<file path="config.mk">
export PLATFORM = sky130hd
export DESIGN_NAME = dispensador_bandeja
export DESIGN_NICKNAME = d
export VERILOG_FILES = /design/src/rtl/dispensador_bandeja.sv
export SDC_FILE = /design/constraint.sdc
export NUM_CORES = 1
export LEC_CHECK = 0
export ABC_CLOCK_PERIOD_IN_PS = 4800
export CELL_PAD_IN_SITES_DETAIL_PLACEMENT = 1
export CELL_PAD_IN_SITES_GLOBAL_PLACEMENT = 1
export CORE_ASPECT_RATIO = 1.75
export CORE_MARGIN = 10
export CORE_UTILIZATION = 41
export CTS_CLUSTER_DIAMETER = 80
export DETAILED_ROUTE_END_ITERATION = 10
export PLACE_DENSITY = 0.78
export RECOVER_POWER = 25
export SLEW_MARGIN = 20
export SYNTH_ARGS = -nofsm -noshare
export SYNTH_HDL_FRONTEND = slang
export SYNTH_SLANG_ARGS = --single-unit
</file>
<file path="constraint.sdc">
create_clock -name clk -period 4.8 [get_ports clk]
set_clock_uncertainty 0.15 [all_clocks]
set_input_delay 0.96 -clock clk [delete_from_list [all_inputs] [get_ports clk]]
set_output_delay 0.96 -clock clk [all_outputs]
set_load 0.05 [all_outputs]
</file>
<file path="src/rtl/dispensador_bandeja.sv">
// Tray-side model of the cork dispenser: moves corks from stock to tray in timed batches, flags tray/stock levels.
// Latency: CR/BZ/ED/liberando are decodes of registered state; first cork lands DISPENSE_CYCLES edges after a batch starts.
// Backpressure: AD is ignored while stock is empty or the tray is full; a started batch always runs to completion.
module dispensador_bandeja #(
  parameter int TRAY_W          = 5,
  parameter int STOCK_W         = 7,
  parameter int TRAY_MAX        = 16,
  parameter int BATCH           = 10,
  parameter int LOW_LEVEL       = 5,
  parameter int DISPENSE_CYCLES = 4,
  parameter int STOCK_INIT      = 50,
  parameter int STOCK_MAX       = 99
) (
  input  logic               clk,
  input  logic               reset,
  input  logic               AD,
  input  logic               rolha_usada,
  input  logic               reabastecer,
  input  logic [STOCK_W-1:0] carga,
  output logic               CR,
  output logic               BZ,
  output logic               ED,
  output logic               liberando,
  output logic               erro_consumo,
  output logic [TRAY_W-1:0]  bandeja,
  output logic [STOCK_W-1:0] estoque
);

  // Timer only needs to count up to DISPENSE_CYCLES-1; keep at least one bit.
  localparam int TMR_W  = (DISPENSE_CYCLES > 1) ? $clog2(DISPENSE_CYCLES) : 1;
  localparam int LOTE_W = $clog2(BATCH + 1);

  localparam logic [TMR_W-1:0]   TMR_LAST   = TMR_W'(DISPENSE_CYCLES - 1);
  localparam logic [LOTE_W-1:0]  LOTE_FIM   = LOTE_W'(BATCH);
  localparam logic [TRAY_W-1:0]  TRAY_FULL  = TRAY_W'(TRAY_MAX);
  localparam logic [TRAY_W-1:0]  TRAY_LOW   = TRAY_W'(LOW_LEVEL);
  localparam logic [STOCK_W-1:0] STOCK_RST  = STOCK_W'(STOCK_INIT);
  localparam logic [STOCK_W-1:0] STOCK_TOP  = STOCK_W'(STOCK_MAX);
  localparam logic [STOCK_W:0]   STOCK_SAT  = (STOCK_W + 1)'(STOCK_MAX);

  // Encoding 11 is unused and treated exactly like OCIOSO.
  typedef enum logic [1:0] {
    OCIOSO        = 2'b00,
    LIBERANDO     = 2'b01,
    AGUARDA_BAIXA = 2'b10,
    RESERVADO     = 2'b11
  } estado_t;

  estado_t             estado, estado_n;
  logic [TMR_W-1:0]    timer, timer_n;
  logic [LOTE_W-1:0]   lote, lote_n, lote_inc;
  logic [TRAY_W-1:0]   bandeja_n;
  logic [STOCK_W-1:0]  estoque_n;
  logic [STOCK_W:0]    soma_estoque;
  logic                pode_liberar;
  logic                fim_tempo;
  logic                transfere;
  logic                consome;
  logic                erro_n;

  // Datapath: transfer/consume/refill arithmetic, all against current register values.
  always_comb begin
    pode_liberar = (estoque != '0) && (bandeja < TRAY_FULL);
    fim_tempo    = (estado == LIBERANDO) && (timer == TMR_LAST);
    // The guard keeps the counters from wrapping even if the FSM were ever out of step.
    transfere    = fim_tempo && pode_liberar;
    consome      = rolha_usada && (bandeja != '0);
    erro_n       = rolha_usada && (bandeja == '0);
    lote_inc     = lote + LOTE_W'(1);

    // Transfer and consume on the same edge cancel; consume on an empty tray is dropped.
    bandeja_n    = bandeja + TRAY_W'(transfere) - TRAY_W'(consome);

    // One extra bit so estoque + carga cannot overflow before saturation.
    soma_estoque = {1'b0, estoque} - (STOCK_W + 1)'(transfere)
                 + (reabastecer ? {1'b0, carga} : '0);
    estoque_n    = (soma_estoque > STOCK_SAT) ? STOCK_TOP : soma_estoque[STOCK_W-1:0];
  end

  // Next-state logic: one AD request yields exactly one batch.
  always_comb begin
    estado_n = estado;
    timer_n  = timer;
    lote_n   = lote;
    case (estado)
      LIBERANDO: begin
        if (fim_tempo) begin
          timer_n = '0;
          if (transfere) begin
            lote_n = lote_inc;
          end
          // Batch ends on full batch, full tray or empty stock (post-update values).
          if (!transfere || (lote_inc == LOTE_FIM) ||
              (bandeja_n == TRAY_FULL) || (estoque_n == '0)) begin
            estado_n = AGUARDA_BAIXA;
          end
        end else begin
          timer_n = timer + TMR_W'(1);
        end
      end
      AGUARDA_BAIXA: begin
        // Wait for AD to drop so a held request does not start another batch.
        if (!AD) begin
          estado_n = OCIOSO;
        end
      end
      default: begin
        estado_n = OCIOSO;
        if (AD && pode_liberar) begin
          estado_n = LIBERANDO;
          timer_n  = '0;
          lote_n   = '0;
        end
      end
    endcase
  end

  // State register with batch timer and batch counter.
  always_ff @(posedge clk or negedge reset) begin
    if (!reset) begin
      estado <= OCIOSO;
      timer  <= '0;
      lote   <= '0;
    end else begin
      estado <= estado_n;
      timer  <= timer_n;
      lote   <= lote_n;
    end
  end

  // Tray, stock and consume-error registers.
  always_ff @(posedge clk or negedge reset) begin
    if (!reset) begin
      bandeja      <= '0;
      estoque      <= STOCK_RST;
      erro_consumo <= 1'b0;
    end else begin
      bandeja      <= bandeja_n;
      estoque      <= estoque_n;
      erro_consumo <= erro_n;
    end
  end

  // Status flags decoded straight from registered values.
  always_comb begin
    BZ        = (bandeja == '0);
    CR        = (bandeja != '0) && (bandeja <= TRAY_LOW);
    ED        = (estoque == '0);
    liberando = (estado == LIBERANDO);
  end

endmodule

</file>
==> out/results.txt <==
outcome: finished, final reports clean
CP endpoint kind: flop
largest net degree at the start of global routing: 22
Synth Area per Inst: 8.84 um2
total track usage: 12.5%
Static Leak: 1.05 nW
die area: 7610 um2
WL/cell: 16.0 um
I/O pins: 29
Critical Path AT: 3.97 ns
ANT cells: 0
die width: 70.4 um
sequential fraction of the synthesis area: 29.1%
count leader, synth: inv_1
worst stage delay on the critical path: 0.55 ns
RSZ-0062 raised after global routing: false
Port Buffer Count: 28
initial antenna violation count: 0
Final Hold Viols: 0
final worst path period need: 3.96 ns
area share of the largest cell type after synthesis: 24.7%
antenna viol nets, final: 0
Ys Warns: 0
final period utilization: 82.5%
vias post-DR: 1,593
post-route setup slack: 0.838 ns
synth top area cells: dfrtp_1, ha_1, inv_1
ys async rst share: 100%
share of cells above drive strength 1: 5.88%
area delta synth->final: 21.4%
Hold Buf Count CTS: 0
Worst Hold Class: flop to flop
total power: 0.00155 W
CTS root buf: clkbuf_8
Max Cap Viol: 0
Yosys cell types: 42
Overflow after GRT: 0
Nets: 282
# DRC: 0
vias in the first global route: 1,728
Cell Area, Synth: 1820 um2
CTS tree: done
global-route wire length before repair: 7890 um
cts repair resizes: 0
Layout Cells excl Fill: 289
setup TNS: 0 ns
fin util: 50.7%
Placer Congestion: 0.797
postcts setup bufs: 0
Synth Flop Type: dfrtp_1
flops & latches, synth: 21
crit-path most repeated cell: inv_1
Critical path origin: estoque[5]
Cell Pwr Density: 699 nW/um2
synth cell count leaders: inv_1, ha_1, dfrtp_1
Clock Pin Slew Worst Setup and Hold Paths: 0.08 ns
Crit Path Max Fanout: 6
clk buf depth: 2
relative slew slack: 20.0%
worst slew pin tran: 1.20 ns
Core ar.: 4360 um2
WL final: 4630 um
reg-to-reg startpoint: estoque[5]
Skew-Pair Late Insertion Delay: 0.27 ns
number of synthesized flops with an enable pin: 0
Post-Syn Instances: 206
hpwl dp: 3870 um
H-tree depth: 1
syn_nets: 249
vias per cell: 5.51
critical path type: flop to flop
count of final setup violators: 0
hold_sp: timer[1]
max-slew violations: 0
Peak VDD IR: 0.396 mV
Cells after DPL: 285
clock sink total: 21
worst path cell trace: nor3_1 > a21oi_1 > and3_1 > inv_1 > ha_1 > inv_1 > ha_1 > inv_1 > fa_1 > inv_1 > or4_1 > mux2i_1 > a21oi_1 > nand3_1 > nand3_1
TritonCTS buffer count: 3
die height: 108 um
First-pass DRT Iterations: 3
DRT iter0 DRCs: 30
upper clock frequency limit: 252 MHz
dpl ws: 0.541 ns
# rows: 32
Req. time, crit path: 4.81 ns
Yosys top cell by area: dfrtp_1
initial core utilization: 41.7%
slowest CP cell: dfstp_2
Worst setup SP type: flop
## cells in the final DEF (no fill, tap or decap), types with 2 or more instances in the layout
| cell | count |
|---|---|
| o21ai_0 | 7 |
| mux2i_1 | 6 |
| nor2_1 | 12 |
| clkbuf_8 | 3 |
| ha_1 | 29 |
| a21o_1 | 2 |
| nor4_1 | 2 |
| nand2b_1 | 3 |
| nand2_1 | 14 |
| or2_2 | 2 |
| nand3_1 | 8 |
| and2_1 | 2 |
| a211oi_1 | 4 |
| or2_1 | 2 |
| dfstp_2 | 3 |
| nor2b_1 | 4 |
| clkdlybuf4s50_1 | 27 |
| o21a_1 | 3 |
| xnor2_1 | 7 |
| dfrtp_1 | 18 |
| a22o_1 | 2 |
| xor2_1 | 2 |
| fa_1 | 2 |
| a2bb2oi_1 | 2 |
| o22ai_1 | 2 |
| a21oi_1 | 9 |
| o211ai_1 | 2 |
| inv_1 | 39 |
| nand4_1 | 3 |
## through the flow
stage,instance area (um2),hold WS (ns)
after global placement,2170,0.344
after global routing,2210,0.412
after floorplan,1830,0.327
after detailed placement,2170,0.361
final,2210,0.387
after CTS,2220,0.384
## final cells by class
class                   instances  area (um2)
fillers                       547        2150
multi-input cells             146        1150
flip-flops and latches         21         529
repair buffers                 28         274
inverters                      39         146
well taps                      51        63.8
clock buffers                   3        41.3
clock inverters                 1        5.00
## power by group
group / total [W] / leakage [nW] / internal, W / switching, W
Clock: 0.000120 / 0.0255 / 0.0000581 / 0.0000623
Sequential: 0.000310 / 0.258 / 0.000246 / 0.0000632
Combinational: 0.00112 / 0.762 / 0.000444 / 0.000673
## registers in the layout, indices dropped and copies added (netlist names)
signal and count:
estoque 7, bandeja 5, lote 4, estado 2, timer 2, erro_consumo 1
## cell families (layout without fill, tap and decap cells)
family | count (synthesis) | in the layout | synth area share, %
adder cells (fa/ha/maj) | 31 | 31 | 22.1
AO/OA/AOI/OAI | 41 | 41 | 16.4
XOR/XNOR | 9 | 9 | 4.33
flip-flops | 21 | 21 | 29.1
multiplexers | 6 | 6 | 3.30
buffers and inverters | 39 | 71 | 8.04
AND/OR/NAND/NOR | 59 | 59 | 16.8
## worst paths after layout
check,end,slack [ns],cells after the start
min in group asynchronous,lote[0],0.76,1
max in group asynchronous,bandeja[0],3.02,1
max reg2reg,estado[1],0.84,15
min reg2reg,timer[1],0.39,1
min,timer[1],0.39,1
max,estado[1],0.84,15
## worst max-delay path, delay by kind of cell (launching register included)
family / cells / cell delay [ns]
muxes: 1 / 0.28
DFF: 1 / 0.55
and+or+nand+nor: 5 / 1.11
buffers and inverters: 4 / 0.23
AOI/OAI and AO/OA: 2 / 0.63
adders and majority gates: 3 / 0.90
## metal layers
layer / part of all wire (%) / vias to the layer above / track usage, % / routed length, um
met5: 0 / - / 0 / 0
met4: 2.5 / 0 / 5.95 / 116
met3: 3.5 / 7 / 1.47 / 160
met2: 60 / 28 / 26.1 / 2760
met1: 34 / 786 / 11.2 / 1590
li1: - / 772 / - / -
No activity file was read; power rests on OpenSTA's default activity.
